### config.mk
export PLATFORM = sky130hd
export DESIGN_NAME = rollover_counter
export DESIGN_NICKNAME = d
export VERILOG_FILES = /design/src/rtl/rollover_counter.sv
export SDC_FILE = /design/constraint.sdc
export NUM_CORES = 1
export LEC_CHECK = 0
export ABC_CLOCK_PERIOD_IN_PS = 5100
export CORE_ASPECT_RATIO = 1.1
export CORE_MARGIN = 2
export CORE_UTILIZATION = 65
export DETAILED_ROUTE_END_ITERATION = 10
export DONT_BUFFER_PORTS = 1
export GPL_ROUTABILITY_DRIVEN = 0
export GPL_TIMING_DRIVEN = 0
export PLACE_DENSITY_LB_ADDON = 0.08
export REMOVE_ABC_BUFFERS = 1
export SETUP_SLACK_MARGIN = 0.3
export SLEW_MARGIN = 0
export SYNTH_ARGS = -nofsm -noshare
export SYNTH_HDL_FRONTEND = slang
export SYNTH_SLANG_ARGS = --single-unit
### constraint.sdc
create_clock -name clk -period 5.1 [get_ports clk]
set_input_delay 0.51 -clock clk [delete_from_list [all_inputs] [get_ports clk]]
set_output_delay 0.51 -clock clk [all_outputs]
set_load 0.03 [all_outputs]
### src/rtl/rollover_counter.sv
// Programmable modulo-N prescaler producing a one-cycle roll-over strobe.
// Optional one-shot mode (DONE state, i_oneshot port) is built when ROLLOVER_ONESHOT_EN is defined.
module rollover_counter #(
    parameter int WIDTH        = 8,
    parameter int RESET_PERIOD = 10
) (
    input  logic             clk,
    input  logic             reset_n,
    input  logic             i_enable,
    input  logic [WIDTH-1:0] i_period,
    input  logic             i_period_load,
`ifdef ROLLOVER_ONESHOT_EN
    input  logic             i_oneshot,
`endif
    output logic [WIDTH-1:0] o_count,
    output logic             o_roll_over,
    output logic             o_period_ack,
    output logic             o_period_err
);

    localparam logic [WIDTH-1:0] RST_PER = WIDTH'(RESET_PERIOD);
    localparam logic [WIDTH-1:0] ONE     = WIDTH'(1);

    typedef enum logic [1:0] {
        STOPPED,
        RUNNING,
        PENDING
`ifdef ROLLOVER_ONESHOT_EN
        , DONE
`endif
    } state_e;

    state_e           state_q;
    logic [WIDTH-1:0] count_q, period_q, shadow_q;
    logic             staged_q, roll_q, ack_q, err_q;

    logic load_ok_d, load_bad_d, at_term_d, idle_d;

    assign load_ok_d  = i_period_load && (i_period != '0);
    assign load_bad_d = i_period_load && (i_period == '0);
    // A period applied while stopped may sit below the held count; >= lets the
    // next enabled edge wrap instead of running on to 2^WIDTH.
    assign at_term_d  = (count_q >= (period_q - ONE));
`ifdef ROLLOVER_ONESHOT_EN
    assign idle_d     = !i_enable || (state_q == DONE);
`else
    assign idle_d     = !i_enable;
`endif

    always_ff @(posedge clk or negedge reset_n) begin
        if (!reset_n) begin
            state_q  <= STOPPED;
            count_q  <= '0;
            period_q <= RST_PER;
            shadow_q <= '0;
            staged_q <= 1'b0;
            roll_q   <= 1'b0;
            ack_q    <= 1'b0;
            err_q    <= 1'b0;
        end else begin
            roll_q <= 1'b0;
            ack_q  <= 1'b0;
            err_q  <= load_bad_d;
            if (idle_d) begin
                // Counter is not advancing, so a new period can take effect at once.
                if (load_ok_d) begin
                    period_q <= i_period;
                    ack_q    <= 1'b1;
                end else if (staged_q) begin
                    period_q <= shadow_q;
                    ack_q    <= 1'b1;
                end
                staged_q <= 1'b0;
                if (!i_enable)
                    state_q <= STOPPED;
            end else begin
                if (at_term_d) begin
                    count_q <= '0;
                    roll_q  <= 1'b1;
                    if (staged_q) begin
                        period_q <= shadow_q;
                        ack_q    <= 1'b1;
                    end
                end else begin
                    count_q <= count_q + ONE;
                end

                // A load on the wrap edge stages for the following wrap.
                if (load_ok_d) begin
                    shadow_q <= i_period;
                    staged_q <= 1'b1;
                    state_q  <= PENDING;
                end else if (at_term_d) begin
                    staged_q <= 1'b0;
                    state_q  <= RUNNING;
                end else begin
                    state_q  <= staged_q ? PENDING : RUNNING;
                end
`ifdef ROLLOVER_ONESHOT_EN
                if (at_term_d && i_oneshot)
                    state_q <= DONE;
`endif
            end
        end
    end

    assign o_count      = count_q;
    assign o_roll_over  = roll_q;
    assign o_period_ack = ack_q;
    assign o_period_err = err_q;

endmodule

# Word level (Yosys, flattened, before mapping)
# Index checks and enable logic that the tools add are counted.
[word_totals] reg_bits=28 in_bits=12 output_inout_bits=11 word_cells=31
[op_classes] addsub=2 n_lt_le_gt_ge=1 eq_ne=2 muxes=14 reduce_logical=5
[op_table] operator="8-bit 2-to-1 mux" n=5
[op_table] operator="1-bit 2-to-1 mux" n=9
[op_table] operator="8-bit by 1-bit adder with 8-bit output (second input constant)" n=1
[op_table] operator="8-bit >= comparator" n=1
[op_table] operator="8-bit logical NOT" n=1
[op_table] operator="8-bit nonzero test" n=1
[op_table] operator="8-bit by 1-bit subtractor with 8-bit output (second input constant)" n=1
[op_table] operator="3-bit by 1-bit != test with 1-bit output (second input constant)" n=1
[op_table] operator="1-bit logical AND" n=2
[op_table] operator="2-bit by 1-bit != test with 1-bit output (second input constant)" n=1
[op_table] operator="2-bit AND reduction" n=1

# Logic depth before layout (Yosys ltp)
[depth] depth_word=5 ltp_mapped=11 depth_no_buf=10

# Worst setup path before layout
# Ideal clock, no wire load.
[synth_path] path_kind="reg-to-reg" from="register period_q[4]" to="register count_q[2] (netlist: o_count[2])" setup_time_ps=133 t_arrival_ps=2175 t_required_ps=4967 slack_ps=2792 stages_incl_launch_ff=10 path_buffers=0 synth_period_minus_slack_ps=2308 cell_sequence="dfrtp_1 nor4_1 nand2_1 xor2_1 ha_1 nand2_1 nor4_2 a21oi_1 nor2_1 nor2_1"
[synth_between] elab_chain_cells=3
[synth_rtl] item="start: declaration" line="34" text="logic [WIDTH-1:0] count_q, period_q, shadow_q;"
[synth_rtl] item="start signal: assignment" line="67" text="period_q <= i_period;"
[synth_rtl] item="start signal: assignment" line="70" text="period_q <= shadow_q;"
[synth_rtl] item="start signal: assignment" line="81" text="period_q <= shadow_q;"
[synth_rtl] item="8-bit by 1-bit subtractor with 8-bit output" line="43" text="assign at_term_d = (count_q >= (period_q - ONE));"
[synth_rtl] item="8-bit >= comparator" line="43"
[synth_rtl] item="8-bit 2-to-1 mux" line="77" text="if (at_term_d) begin"
[synth_rtl] item="end signal: assignment" line="85" text="count_q <= count_q + ONE;"
[synth_rtl] item="end: declaration" line="34"
# Every way passes these cells.
# A chain may end at the register's enable or synchronous reset.

# Worst setup path in the final report
[layout_path] from="register period_q[4]" to="register period_q[2]"
[layout_between] elab_chain_cells=3
[layout_rtl] item="8-bit by 1-bit subtractor with 8-bit output" line="43"
[layout_rtl] item="8-bit >= comparator" line="43"
[layout_rtl] item="2-bit by 1-bit != test with 1-bit output (no source line)"
# Every way passes these cells.

==> impl_results.html <==
<table>
<tr><th>Metric</th><th>Value</th></tr>
<tr><th colspan="2">Final layout</th></tr>
<tr><td>Number of inserted diodes</td><td>0</td></tr>
<tr><td>Area Growth Syn to Fin</td><td>4.337%</td></tr>
<tr><td>Final net count</td><td>169</td></tr>
<tr><td>Filler cells</td><td>165</td></tr>
<tr><td>Footprint of the multi-input gates</td><td>769.5 µm²</td></tr>
<tr><td>Proportion of layout cells with a drive suffix above 1</td><td>12.33%</td></tr>
<tr><td>Area occupied by registers</td><td>703.2 µm²</td></tr>
<tr><th colspan="2">CTS</th></tr>
<tr><td># clock sinks</td><td>28</td></tr>
<tr><td>TritonCTS clock tree</td><td>built</td></tr>
<tr><td>Worst-skew pair later-pin latency</td><td>0.33 ns</td></tr>
<tr><td>Max Buffers Root-to-Sink</td><td>2</td></tr>
<tr><td>Clock buffer count from CTS</td><td>3</td></tr>
<tr><td>Clock Root Buffer</td><td>sky130_fd_sc_hd__clkbuf_4</td></tr>
<tr><td>Setup Fix Bufs, Post-CTS</td><td>0</td></tr>
<tr><td>CTS H-tree lvls</td><td>1</td></tr>
<tr><td>Clock-pin slew on the worst setup and hold paths</td><td>0.15 ns</td></tr>
<tr><th colspan="2">STA</th></tr>
<tr><td>Final Hold Viols</td><td>0</td></tr>
<tr><td>Tcrit/Tclk final</td><td>55.44%</td></tr>
<tr><td>Final period demand of the worst path</td><td>2.828 ns</td></tr>
<tr><td>Max-slew headroom</td><td>54.95%</td></tr>
<tr><td>Least-Margin Pin Slew</td><td>0.6736 ns</td></tr>
<tr><td>Total negative slack for setup checks</td><td>0 ns</td></tr>
<tr><td>Largest clock skew in the final design</td><td>0.005570 ns</td></tr>
<tr><td>Unrepaired setup endpoints after global routing</td><td>no</td></tr>
<tr><td>Final hold slack</td><td>0.2531 ns</td></tr>
<tr><td>Max-slew violations</td><td>0</td></tr>
<tr><td>Highest clock frequency the design can meet</td><td>353.7 MHz</td></tr>
<tr><td>Setup-failing EPs final</td><td>0</td></tr>
<tr><th colspan="2">Yosys</th></tr>
<tr><td>Distinct cell type count of the synthesized netlist</td><td>32</td></tr>
<tr><td>Top cells by area, synth</td><td>sky130_fd_sc_hd__dfrtp_1 43%, sky130_fd_sc_hd__ha_1 8.2%, sky130_fd_sc_hd__mux2_2 5.2%</td></tr>
<tr><td>Yosys warning total</td><td>0</td></tr>
<tr><td>Sequential-to-total area share from yosys stat</td><td>45.99%</td></tr>
<tr><td>Top FF cell, synth</td><td>sky130_fd_sc_hd__dfrtp_1</td></tr>
<tr><td>Instance count of the mapped netlist</td><td>143</td></tr>
<tr><td>Synthesized flop and latch total</td><td>28</td></tr>
<tr><td>Most common cell in the synthesized netlist</td><td>sky130_fd_sc_hd__dfrtp_1</td></tr>
<tr><td>Mean area per synthesized cell</td><td>10.69 µm²</td></tr>
<tr><td>Async set or reset register ratio after synthesis</td><td>100.0%</td></tr>
<tr><td>Top cell type's share of synthesized area</td><td>42.55%</td></tr>
<tr><td>Area of the mapped netlist</td><td>1529 µm²</td></tr>
<tr><td>Number of synthesized flops with an enable pin</td><td>0</td></tr>
<tr><td>Most used standard cells in the synthesized netlist</td><td>26 x sky130_fd_sc_hd__dfrtp_1, 17 x sky130_fd_sc_hd__nor2_1, 10 x sky130_fd_sc_hd__ha_1</td></tr>
<tr><td>Synth area leader</td><td>sky130_fd_sc_hd__dfrtp_1</td></tr>
<tr><th colspan="2">Die</th></tr>
<tr><td>Standard-cell rows</td><td>18</td></tr>
<tr><td>Die Height</td><td>54.87 µm</td></tr>
<tr><td>Starting Density</td><td>68.57%</td></tr>
<tr><td>Core Footprint</td><td>2230 µm²</td></tr>
<tr><td>Die W</td><td>50.24 µm</td></tr>
<tr><td>I/O Pins</td><td>23</td></tr>
<tr><td>Die Outline Area</td><td>2756 µm²</td></tr>
<tr><th colspan="2">Route</th></tr>
<tr><td>Routed length per placed instance</td><td>16.15 µm</td></tr>
<tr><td>Detail-routed via count per cell</td><td>6.045</td></tr>
<tr><td>Number of search-and-repair iterations in the first detailed-routing pass</td><td>6</td></tr>
<tr><td>Count of vias placed by the detailed router</td><td>1064</td></tr>
<tr><td>Starting DRC count in detailed routing</td><td>11</td></tr>
<tr><td>Antenna-violating nets left</td><td>0</td></tr>
<tr><td>Routed WL</td><td>2842 µm</td></tr>
<tr><td>Residual DRC count</td><td>0</td></tr>
<tr><th colspan="2">Power</th></tr>
<tr><td>Power, Total</td><td>0.6937 mW</td></tr>
<tr><td>Leakage component of the power</td><td>0.6892 nW</td></tr>
<tr><td>Worst IR Drop VDD</td><td>266.3 µV</td></tr>
<tr><td>Total power density per cell area</td><td>434.9 nW/µm²</td></tr>
<tr><th colspan="2">Place</th></tr>
<tr><td>Number of buffers inserted by port buffering</td><td>0</td></tr>
<tr><td>DP Wirelength</td><td>2144 µm</td></tr>
<tr><th colspan="2">Worst setup path</th></tr>
<tr><td>Critical Path Start Type</td><td>flip-flop</td></tr>
<tr><td>CP Data Required Time</td><td>5.30 ns</td></tr>
<tr><td>Element type at the critical path end</td><td>flip-flop</td></tr>
<tr><td>Data arrival time of the critical path</td><td>3.03 ns</td></tr>
<tr><td>Worst Path Max Fanout</td><td>18</td></tr>
<tr><td>Path type of the worst setup path</td><td>flip-flop to flip-flop</td></tr>
<tr><th colspan="2">Global routing</th></tr>
<tr><td>Overall overflow remaining after global route</td><td>0</td></tr>
<tr><td>First-pass GRT wire length</td><td>5002 µm</td></tr>
<tr><td>Antenna violations before repair</td><td>0</td></tr>
<tr><td>Number of global-route vias before repair</td><td>1100</td></tr>
<tr><td>Maximum number of pins on one net before global-route repair</td><td>29</td></tr>
<tr><td>Total routing usage reported by global routing</td><td>24.82%</td></tr>
<tr><th colspan="2">Flow run</th></tr>
<tr><td>Count of max-cap constraint violations</td><td>0</td></tr>
<tr><th colspan="2">Outcome</th></tr>
<tr><td>Status</td><td>finished clean</td></tr>
<tr><th colspan="2">Worst hold path</th></tr>
<tr><td>Kind of path behind the tightest hold check</td><td>primary input to flip-flop</td></tr>
</table>
[path summary, 6_finish.rpt]
kind,start,to,slack (ns),cells past startpoint
max in group asynchronous,reset_n,period_q[1]$_DFFE_PN1P_,4.27,2
setup / recovery,period_q[4]$_DFFE_PN0P_,period_q[2]$_DFFE_PN0P_,2.27,9
setup reg to reg,period_q[4]$_DFFE_PN0P_,period_q[2]$_DFFE_PN0P_,2.27,9
hold / removal,i_enable,o_count[0]$_DFFE_PN0P_,0.25,1
min in group asynchronous,reset_n,o_count[4]$_DFFE_PN0P_,0.61,2
hold reg to reg,shadow_q[6]$_DFFE_PN0P_,shadow_q[6]$_DFFE_PN0P_,0.51,1
[kinds of logic after synthesis]
kind of cell | after synthesis | share of synthesized area, %
AND/OR/NAND/NOR | 51 | 18.00
flip-flops | 28 | 45.99
AO/OA/AOI/OAI | 25 | 10.72
XOR/XNOR | 12 | 6.874
adder cells (fa/ha/maj) | 10 | 8.183
multiplexers | 9 | 6.547
buffers and inverters | 8 | 3.682
[placed cells by master, fill, tap and decap left out, drive strengths merged, types with 2 or more instances in the layout]
cell type	netlist	layout
o21ai	11	11
xnor2	4	4
nand4	2	2
a31oi	8	8
dfstp	2	2
clkbuf	1	4
nor2	17	17
a21oi	3	3
nor3	3	3
and3	2	2
ha	10	10
nand3	3	3
dfrtp	26	26
mux2	8	8
inv	5	5
nor4	4	4
nand3b	8	8
xor2	8	8
nand2	9	9
[registers in the layout, indices dropped and copies added, names as in the netlist]
name          cells
o_roll_over       1
o_period_err      1
staged_q          1
o_count           8
o_period_ack      1
period_q          8
shadow_q          8
[critical path, cell delays in order (launching register included)]
cell                       delay [ns]
sky130_fd_sc_hd__dfrtp_1         0.46
sky130_fd_sc_hd__nor4_1          0.38
sky130_fd_sc_hd__nand2_1         0.11
sky130_fd_sc_hd__xor2_1          0.16
sky130_fd_sc_hd__ha_1            0.29
sky130_fd_sc_hd__a21oi_1         0.15
sky130_fd_sc_hd__o21ai_0         0.21
sky130_fd_sc_hd__a211oi_4        0.65
sky130_fd_sc_hd__nand3b_1        0.20
sky130_fd_sc_hd__a31oi_1         0.08
[power by group]
group / internal (mW) / switching, mW
Combinational: 0.0998 / 0.107
Clock: 0.0437 / 0.0642
Sequential: 0.271 / 0.108
[routing by layer]
metal / share of wire (%) / wire length [µm] / global-route usage [%]
met1: 42 / 1186 / 29.51
met4: 1.9 / 54 / 10.65
met3: 5.5 / 156 / 6.011
met2: 51 / 1445 / 43.42
met5: 0 / 0 / 0
[cell type report]
type,count,share of cell area (%)
repair buffers,2,1.882
clock buffers,4,2.275
flip-flops and latches,28,44.08
well taps,30,2.353
multi-input cells,107,48.24
inverters,5,1.176
[repair_timing]
| action | 4_1_cts | 5_1_grt |
|---|---|---|
| hold buffers | 2 | 0 |
| resized for setup | 0 | 0 |
| endpoints found under the hold margin | 28 | 0 |
[through the flow]
stage / cells / utilization [%] / cell area [µm²] / setup WS, ns
floorplan: 140 / - / 1491 / 2.698
finish: 176 / 71.55 / 1595 / 2.272
global route: 176 / 71.55 / 1595 / 1.999
CTS: 176 / 71.55 / 1595 / 2.256
detailed placement: 170 / 68.57 / 1529 / 2.282
global placement: 170 / 68.57 / 1529 / 2.395
(Power assumes the default switching activity.)
